$ cat src/rtl/joy_db15_tx.sv
`default_nettype none
// ============================================================================
//  Module   : joy_db15_tx
//  Purpose  : DB15 arcade-joystick serial transmitter; presents two 16-bit
//             button words to an external shift-register style reader.
//  Revision : 1.0 - initial release
// ============================================================================
module joy_db15_tx #(
    parameter int          FRAME_BITS = 32,
    parameter logic [23:0] TIMEOUT    = 24'd480000
) (
    input  logic        clk,
    input  logic        RESET,
    input  logic [15:0] joy1_in,
    input  logic [15:0] joy2_in,
    input  logic        JOY_LOAD,
    input  logic        JOY_CLK,
    output logic        JOY_DATA,
    output logic        frame_done,
    output logic        overrun,
    output logic [7:0]  frame_cnt
    ,
    output logic        active
);

    localparam logic [5:0] c_full = 6'(FRAME_BITS);
    localparam logic [5:0] c_last = 6'(FRAME_BITS - 1);

    logic                  r_load_s1, r_load_s2, r_load_s3;
    logic                  r_clk_s1,  r_clk_s2,  r_clk_s3;
    logic [FRAME_BITS-1:0] r_sr;
    logic [5:0]            r_bitcnt;
    logic                  r_frame_done;
    logic                  r_overrun;
    logic [7:0]            r_frame_cnt;
    logic [23:0]           r_idle;

    logic w_shift_evt;
    logic w_load_lvl;
    logic w_unused_load_s3;

    assign w_shift_evt      = r_clk_s2 & ~r_clk_s3;
    assign w_load_lvl       = ~r_load_s2;
    // The third load flop only mirrors the clock chain's depth.
    assign w_unused_load_s3 = r_load_s3;

    always_ff @(posedge clk) begin
        if (RESET) begin
            r_load_s1 <= 1'b1;
            r_load_s2 <= 1'b1;
            r_load_s3 <= 1'b1;
            r_clk_s1  <= 1'b1;
            r_clk_s2  <= 1'b1;
            r_clk_s3  <= 1'b1;
        end else begin
            r_load_s1 <= JOY_LOAD;
            r_load_s2 <= r_load_s1;
            r_load_s3 <= r_load_s2;
            r_clk_s1  <= JOY_CLK;
            r_clk_s2  <= r_clk_s1;
            r_clk_s3  <= r_clk_s2;
        end
    end

    // Load wins over a coincident shift; bitcnt parks at c_full after a frame.
    always_ff @(posedge clk) begin
        if (RESET) begin
            r_sr         <= '0;
            r_bitcnt     <= c_full;
            r_frame_done <= 1'b0;
            r_overrun    <= 1'b0;
            r_frame_cnt  <= 8'd0;
        end else begin
            r_frame_done <= 1'b0;
            if (w_load_lvl) begin
                r_sr      <= {joy1_in, joy2_in};
                r_bitcnt  <= 6'd0;
                r_overrun <= 1'b0;
            end else if (w_shift_evt) begin
                if (r_bitcnt != c_full) begin
                    r_sr     <= {r_sr[FRAME_BITS-2:0], 1'b0};
                    r_bitcnt <= r_bitcnt + 6'd1;
                    if (r_bitcnt == c_last) begin
                        r_frame_done <= 1'b1;
                        r_frame_cnt  <= r_frame_cnt + 8'd1;
                    end
                end else begin
                    r_overrun <= 1'b1;
                end
            end
        end
    end

    always_ff @(posedge clk) begin
        if (RESET) begin
            r_idle <= TIMEOUT;
        end else if (w_load_lvl) begin
            r_idle <= 24'd0;
        end else if (r_idle < TIMEOUT) begin
            r_idle <= r_idle + 24'd1;
        end
    end

    assign JOY_DATA   = ~r_sr[FRAME_BITS-1];
    assign frame_done = r_frame_done;
    assign overrun    = r_overrun;
    assign frame_cnt  = r_frame_cnt;
    assign active     = (r_idle < TIMEOUT);

endmodule
`default_nettype wire

$ cat config.mk
export PLATFORM = sky130hd
export DESIGN_NAME = joy_db15_tx
export DESIGN_NICKNAME = d
export VERILOG_FILES = /design/src/rtl/joy_db15_tx.sv
export SDC_FILE = /design/constraint.sdc
export NUM_CORES = 1
export LEC_CHECK = 0
export CAP_MARGIN = 25
export CORE_MARGIN = 4
export CORE_UTILIZATION = 49
export DETAILED_ROUTE_END_ITERATION = 16
export GPL_TIMING_DRIVEN = 0
export PLACE_DENSITY = 0.75
export SLEW_MARGIN = 20
export SYNTH_ARGS = -nofsm -noshare
export SYNTH_HDL_FRONTEND = slang
export SYNTH_SLANG_ARGS = --single-unit
$ cat constraint.sdc
create_clock -name clk -period 1.7 [get_ports clk]
set_input_delay 0.425 -clock clk [delete_from_list [all_inputs] [get_ports clk]]
set_output_delay 0.425 -clock clk [all_outputs]
set_load 0.01 [all_outputs]
==> results of run 1 <==
logic make-up after synthesis:
group / Yosys count
buf+inv: 33
simple gates: 129
flops: 77
compound gates: 69
mux: 32
fa+ha+maj: 4
xor+xnor: 25
metal layers:
| metal | track usage | routed length [um] |
|---|---|---|
| met5 | 0 | 0 |
| met4 | 0.0781 | 126 |
| met3 | 0.0349 | 377 |
| met2 | 0.315 | 4150 |
| met1 | 0.261 | 3800 |
metrics by stage:
stage	setup slack, ns	util
after CTS	-0.191	0.688
after global routing	-0.306	0.717
after detailed placement	-0.796	0.598
after floorplan	0.0188	-
after global placement	-0.783	0.598
final	-0.234	0.717
worst max-delay path, cell delays in order (launching register included):
cell and delay (ns):
sky130_fd_sc_hd__dfxtp_2 0.34, sky130_fd_sc_hd__nor4_4 0.31, sky130_fd_sc_hd__nand2b_1 0.14, sky130_fd_sc_hd__buf_6 0.15, sky130_fd_sc_hd__a21oi_4 0.12, sky130_fd_sc_hd__buf_6 0.12
synth_stat cells, drive strengths merged, types with 5 or more instances:
library cell  number  area share
mux2i             32       0.091
clkbuf            17       0.019
nand2             16       0.017
a21o               5       0.011
a2111oi            5       0.028
nor2              65       0.069
buf               10       0.020
and2               5      0.0089
inv                6      0.0064
dfxtp             77        0.44
and3               8       0.014
xnor2             13       0.032
a21oi              6       0.011
xor2              12       0.030
a211oi            41       0.092
nand3              6      0.0085
nand4             10       0.018
or2                5      0.0089
worst min path at each step:
stage	end	slack, ns
3_5_place_dp	r_clk_s2	0.39
3_3_place_gp	r_load_s2	0.40
5_1_grt	r_load_s2	0.43
4_1_cts	r_clk_s2	0.41
2_1_floorplan	r_clk_s2	0.39
6_report	r_clk_s2	0.41
sequential cells by signal (all words and copies together) (netlist names), 6 cells and up:
register	cells
frame_cnt	8
r_bitcnt	6
r_idle	24
r_sr	32
timing repair:
item / CTS / global route
pin swaps: 19 / 29
resized for setup: 46 / 51
buffers inserted: 29 / 6
endpoints found under the setup margin: 63 / 72
hold endpoints to repair: 0 / 0
cloned: 2 / 0
power groups by stage:
stage | registers (uW) | logic, uW | clock network (uW)
2_1_floorplan | 1940 | 211 | 0
3_3_place_gp | 1950 | 341 | 0
3_5_place_dp | 1950 | 350 | 0
4_1_cts | 1910 | 409 | 1510
5_1_grt | 1920 | 485 | 1610
6_report | 1910 | 449 | 1490
area by class of cell:
class	instances	area, um^2	share of cell area
multi-input cells	259	2030	0.412
well taps	96	120	0.0244
plain buffers	23	151	0.0308
repair buffers	80	812	0.165
clock inverters	6	87.6	0.0178
clock buffers	10	128	0.0259
inverters	6	22.5	0.00458
flip-flops and latches	77	1570	0.319
cells in the final DEF (no fill, tap or decap), types with 3 or more instances in the layout:
cell type,count
sky130_fd_sc_hd__a2111oi_4,5
sky130_fd_sc_hd__a211oi_1,31
sky130_fd_sc_hd__a211oi_2,6
sky130_fd_sc_hd__a211oi_4,4
sky130_fd_sc_hd__a21o_1,5
sky130_fd_sc_hd__a21oi_1,4
sky130_fd_sc_hd__a31oi_1,3
sky130_fd_sc_hd__and2_1,5
sky130_fd_sc_hd__and3_1,7
sky130_fd_sc_hd__buf_4,25
sky130_fd_sc_hd__buf_6,10
sky130_fd_sc_hd__clkbuf_1,13
sky130_fd_sc_hd__clkbuf_8,9
sky130_fd_sc_hd__clkdlybuf4s50_1,36
sky130_fd_sc_hd__clkinvlp_4,3
sky130_fd_sc_hd__dfxtp_1,61
sky130_fd_sc_hd__dfxtp_2,12
sky130_fd_sc_hd__dfxtp_4,4
sky130_fd_sc_hd__dlygate4sd2_1,3
sky130_fd_sc_hd__dlymetal6s2s_1,6
sky130_fd_sc_hd__inv_1,4
sky130_fd_sc_hd__mux2i_1,28
sky130_fd_sc_hd__mux2i_2,4
sky130_fd_sc_hd__nand2_1,14
sky130_fd_sc_hd__nand2b_1,4
sky130_fd_sc_hd__nand3_1,5
sky130_fd_sc_hd__nand4_1,10
sky130_fd_sc_hd__nor2_1,65
sky130_fd_sc_hd__or2_2,5
sky130_fd_sc_hd__xnor2_1,13
sky130_fd_sc_hd__xor2_1,12
==> results by group, run 1 <==
Die
  • Starting utilization of the core area: 0.512
  • Core Box Area: 0.00687 mm^2
  • Die ar.: 0.00860 mm^2
  • Die X-Extent: 92.8 um
  • Cell Rows: 30
  • Number of top-level pins: 48
  • Vertical extent of the die: approximately 93 um

Clock network
  • Clock transition at the registers of the reported paths: 0.08 ns
  • CTS H-Tree Depth: 3
  • Clock latency at the later pin of the worst-skew pair: 0.34 ns
  • CTS sink cnt: 77
  • Total clock buffers created by CTS: 9
  • CTS tree: done
  • Clock Root Buffer: sky130_fd_sc_hd__clkbuf_8
  • Number of hold buffers added after CTS: 0
  • Deepest clock path buffer count: 2

Placement
  • Final estimated routing congestion in global placement: ~0.91
  • Total instance count after detailed placement: just over 500
  • Total half-perimeter wirelength after legalization and detailed placement: 5210 um
  • Cell area after placement: 0.00411 mm^2
  • Number of input and output port buffers inserted: 46

Synth
  • Most instantiated flip-flop cell in the synthesis netlist: sky130_fd_sc_hd__dfxtp_1
  • Synth warn: 0
  • Mean cell area of the mapped netlist: roughly 9.5 um^2
  • XOR/XNOR Fraction of Synth Area: 0.0622
  • Synth Area in Simple Gates: 0.177
  • Synth Register Bits: 77
  • Combinational family with the most area after synthesis: simple AND/OR/NAND/NOR gates
  • Post-synth cell types: 42
  • Compound-Gate Fraction of Synth Area: 0.172
  • Total standard cell area after synthesis: 0.00352 mm^2
  • Multiplexer share of the synthesized area: 0.0910
  • Area share of fa/ha/maj cells after synthesis: 0.0142
  • Synth async-reset ratio: 0
  • Synth Net Count: 409
  • Part of the Yosys area used for sequential elements: 0.438
  • Number of flops mapped to enable cells by yosys: 0
  • Post-synthesis instance total: 369

Cells and area
  • Share of layout cells above drive strength 1: 0.256
  • Post-layout instance area: 0.00492 mm^2
  • Fill cell instance count of the final layout: 483
  • Area overhead of the layout relative to synthesis: 39.9%
  • Number of diodes added for antenna fixing: 0
  • Final std cells w/o fill: 557
  • Net count, final: 496

Min path
  • Worst min-delay path startpoint: r_clk_s1
  • Number of cells traversed by the worst hold path: 1
  • Hold/Removal Path Class: reg2reg

GRT
  • Maximum number of pins on one net before global-route repair: 14
  • Via count of the first global-routing pass: 2948
  • Initial antenna violation count: 0
  • Global routing usage summed across all routing layers: 0.196
  • Wire length of the first global-routing pass: 13700 um
  • Remaining global-route overflow: 0

Power and ir drop
  • Total chip power: a little under 4000 uW
  • Share of total power consumed by net switching: 0.241
  • Leak pwr: 0.00182 uW
  • Proportion of power drawn by the clock network: 0.387
  • Share of power burned in combinational logic: 0.116
  • Cell area power density: between 700 and 800 mW/mm^2
  • Cell-internal power: 2930 uW
  • Seq pwr share: 0.497
  • Worst IR drop on VDD: between 0.5 and 0.6 mV
  • Switching power summed over all nets: ~930 uW

Drt
  • Iteration-0 DRC count of the detailed router: 132
  • Post-detailed-route count of antenna-violating nets: 0
  • Drt wl/cell: roughly 15 um
  • Overall via count from detail_route: between 2000 and 3000
  • Post-DR vias/cell: around 5.4
  • Number of detailed-routing iterations run before antenna repair: 5
  • # DRC: 0
  • Routed wire length: 8460 um

STA
  • # setup viols final: 13
  • Slack of the critical path: -0.234 ns
  • Max-slew violation count: 0
  • Slew at the pin closest to its max-slew limit: 0.589 ns
  • Worst rel slew slack: 0.606
  • Achievable frequency: 517 MHz
  • Final setup TNS: -1.16 ns
  • Number of hold violations in the final report: 0
  • Post-route fraction of the period consumed by the critical path: 1.14
  • Unrepaired setup endpoints after global routing: yes
  • Final worst clock skew: 0.00831 ns
  • Final critical delay including setup and external delays: 1.93 ns
  • Final Hold Slack: ~0.4 ns

Critical path
  • Source of the critical timing path: r_idle[20]
  • Register-to-Register Path Depth: 8
  • Required time of the critical path: 1.27 ns
  • Worst reg2reg path startpoint: r_idle[20]
  • R2r endpoint: r_idle[15]
  • Worst path arrival time: 1.51 ns
  • CP Max Fanout: 2
  • Setup slack of the worst register-to-register path: -0.19 ns
  • Kind of launch point of the worst setup path: register
  • Crit path capture type: output pin
  • Setup CP Type: reg2out
  • Termination of the worst setup path: active

Outcome
  • Violated checks: negative setup slack
  • Outcome: complete, but fails checks

Flow run
  • Number of maximum-capacitance constraint violations: 0
Power figures use the tool's default switching activity.
==> run 2: changes to the inputs <==
Settings changed: ABC_AREA set to 0, GPL_TIMING_DRIVEN 0 to 1.
==> run 2 against run 1 <==
The flow still finishes with violations (negative setup slack). Final cell count is 0.36% higher. Maximum frequency rose by 1.3%. Via count rose by 0.43%. Non-clock buffer count is 4 higher. First-iteration DRC count is 14% lower. Power is 9.7% lower. Routed wire length decreased by 2.0%. Clock skew decreased by 0.00068 ns. Die area unchanged. Critical path type unchanged.
==> results by group, run 2 (synthesis results as in run 1) <==
Cells and area
  • Most used cells in the layout excluding fill and tap cells: 65 x sky130_fd_sc_hd__nor2_1, 62 x sky130_fd_sc_hd__dfxtp_1, 45 x sky130_fd_sc_hd__buf_4, 35 x sky130_fd_sc_hd__clkdlybuf4s50_1, 29 x sky130_fd_sc_hd__a211oi_1
  • Post-route core utilization: 0.715 (-0.00109)
  • Number of diodes added for antenna fixing: 0 (unchanged)
  • Area overhead of the layout relative to synthesis: 39.6%
  • Net count, final: 500 (+0.81%)
  • Share of layout cells above drive strength 1: 0.289 (+0.0335)
  • Most flop-heavy register: r_sr
  • Most common library cell in the layout ignoring fill and taps: sky130_fd_sc_hd__nor2_1
  • Fill cell instance count of the final layout: 474 (-1.9%)
  • Max reg flops: 32 (unchanged)

Critical path
  • Worst path arrival time: 1.48 ns (-0.03 ns)
  • Crit path capture type: output pin
  • CP Max Fanout: 2 (unchanged)
  • Required time of the critical path: 1.27 ns (about the same)
  • Kind of launch point of the worst setup path: register
  • Register-to-Register Path Depth: 7 (-1)
  • Setup CP Type: reg2out

Drt
  • Drt wl/cell: 14.8 um (-2.3%)
  • Overall via count from detail_route: 3005 (+0.43%)
  • Post-detailed-route count of antenna-violating nets: 0 (unchanged)
  • # DRC: 0 (unchanged)
  • Routed wire length: 8290 um (-2.0%)
  • Iteration-0 DRC count of the detailed router: 113 (-14%)
  • Number of detailed-routing iterations run before antenna repair: 4 (-1)
  • Post-DR vias/cell: 5.38 (about the same)

Die
  • Number of top-level pins: 48 (unchanged)
  • Vertical extent of the die: 92.8 um (unchanged)
  • Die ar.: 0.00860 mm^2 (unchanged)
  • Starting utilization of the core area: 0.512 (unchanged)
  • Core Box Area: 0.00687 mm^2 (unchanged)
  • Die X-Extent: 92.8 um (unchanged)
  • Cell Rows: 30 (unchanged)

Power and ir drop
  • Cell area power density: 708 mW/mm^2 (-9.5%)
  • Cell-internal power: 2600 uW (-11%)
  • Share of power burned in combinational logic: 0.124 (+0.008)
  • Leak pwr: 0.00187 uW (+2.6%)
  • Seq pwr share: 0.550 (+0.053)
  • Worst IR drop on VDD: 0.501 mV (-2.6%)
  • Share of total power consumed by net switching: 0.252 (+0.0115)
  • Proportion of power drawn by the clock network: 0.327 (-0.060)
  • Switching power summed over all nets: 878 uW (-5.3%)

Clock network
  • CTS tree: done
  • Deepest clock path buffer count: 2 (unchanged)
  • CTS sink cnt: 77 (unchanged)
  • Clock latency at the later pin of the worst-skew pair: 0.35 ns (about the same)
  • Clock Root Buffer: sky130_fd_sc_hd__clkbuf_8
  • Total clock buffers created by CTS: 9 (unchanged)
  • Clock transition at the registers of the reported paths: 0.08 ns (about the same)
  • CTS H-Tree Depth: 3 (unchanged)

Placement
  • Final estimated routing congestion in global placement: 0.799 (-12%)
  • Total half-perimeter wirelength after legalization and detailed placement: 5130 um (-1.6%)
  • Number of input and output port buffers inserted: 47 (+2.2%)
  • DP Worst Slack: -0.218 ns (+0.578 ns)

Min path
  • Number of cells traversed by the worst hold path: 1 (unchanged)
  • Hold/Removal Path Class: reg2reg

STA
  • Final Hold Slack: 0.410 ns (+0.00000200 ns)
  • Achievable frequency: 524 MHz (+1.3%)
  • Worst rel slew slack: 0.757 (+0.152)
  • Post-route fraction of the period consumed by the critical path: 1.12 (-0.0151)
  • Unrepaired setup endpoints after global routing: yes
  • Final critical delay including setup and external delays: 1.91 ns (-0.0257 ns)
  • Slew at the pin closest to its max-slew limit: 0.364 ns (-0.225 ns)
  • Max-slew violation count: 0 (unchanged)
  • Final worst clock skew: 0.00763 ns (-0.000684 ns)
  • Slack of the critical path: -0.209 ns (+0.0257 ns)
  • Number of hold violations in the final report: 0 (unchanged)
  • # setup viols final: 11 (-2)

Outcome
  • Violated checks: negative setup slack
  • Outcome: complete, but fails checks

GRT
  • Initial antenna violation count: 0 (unchanged)
  • Global routing usage summed across all routing layers: 0.188 (-0.00788)
  • Maximum number of pins on one net before global-route repair: 48 (+34)
  • Via count of the first global-routing pass: 2901 (-1.6%)
  • Remaining global-route overflow: 0 (unchanged)
  • Wire length of the first global-routing pass: 13000 um (-5.1%)

Flow run
  • Number of maximum-capacitance constraint violations: 0 (unchanged)
## run 2: cell types whose count changed in the layout (fill, tap and decap cells not counted), sizes merged
| cell | delta |
|---|---|
| clkbuf | -14 |
| clkinvlp | -1 |
| bufbuf | -1 |
| clkdlybuf4s50 | -1 |
| clkinv | +2 |
| dlygate4sd2 | +1 |
| buf | +18 |
| bufinv | -2 |
## run 2: power by group through the flow
stage	sequential [uW]	clock (uW)	combinational (uW)
after floorplan	1940	0	211
after global placement	1950	0	376
after detailed placement	1950	0	383
after CTS	1910	1150	397
after global routing	1920	1230	463
final	1910	1140	430
## run 2: path summary, 6_finish.rpt
path	slack (ns)	endpoint	startpoint
max	-0.21	active	r_idle[23]
min	0.41	r_load_s2	r_load_s1
max reg2reg	-0.17	r_idle[18]	r_idle[9]
min reg2reg	0.41	r_load_s2	r_load_s1
## run 2: timing repair
item,4_1_cts,5_1_grt
buffers inserted,13,7
resized for setup,32,41
pin swaps,9,10
endpoints found under the setup margin,17,59
hold buffers,0,0
gates cloned,1,2
## run 2: area by class of cell
class	count	area (um^2)	share of cell area
clock buffers	9	124	0.0252
inverters	6	22.5	0.00458
repair buffers	107	1060	0.215
well taps	96	120	0.0244
flip-flops and latches	77	1560	0.317
multi-input cells	259	2000	0.407
clock inverters	5	30.0	0.00611
## run 2: routing by layer
metal	vias to the layer above	global-route usage	routed length, um
met4	0	0.0891	222
met1	1421	0.235	3760
met2	62	0.311	4020
li1	1498	-	-
met3	24	0.0382	293
met5	-	0	0
## run 2: worst max-delay path, stage by stage, from the launching register on
cell	delay [ns]
sky130_fd_sc_hd__dfxtp_2	0.34
sky130_fd_sc_hd__nor4_4	0.31
sky130_fd_sc_hd__buf_4	0.17
sky130_fd_sc_hd__nand2b_4	0.05
sky130_fd_sc_hd__a21oi_2	0.11
sky130_fd_sc_hd__buf_2	0.15
## run 2: per-stage QoR
step           instances  power (uW)  setup TNS (ns)  cell area [um^2]
4_1_cts              551        3460          -0.796              4670
3_3_place_gp         526        2320          -0.521              4320
2_1_floorplan        369        2150               0              3530
3_5_place_dp         526        2330          -0.614              4320
6_report             559        3480           -1.22              4910
5_1_grt              559        3620           -2.43              4910
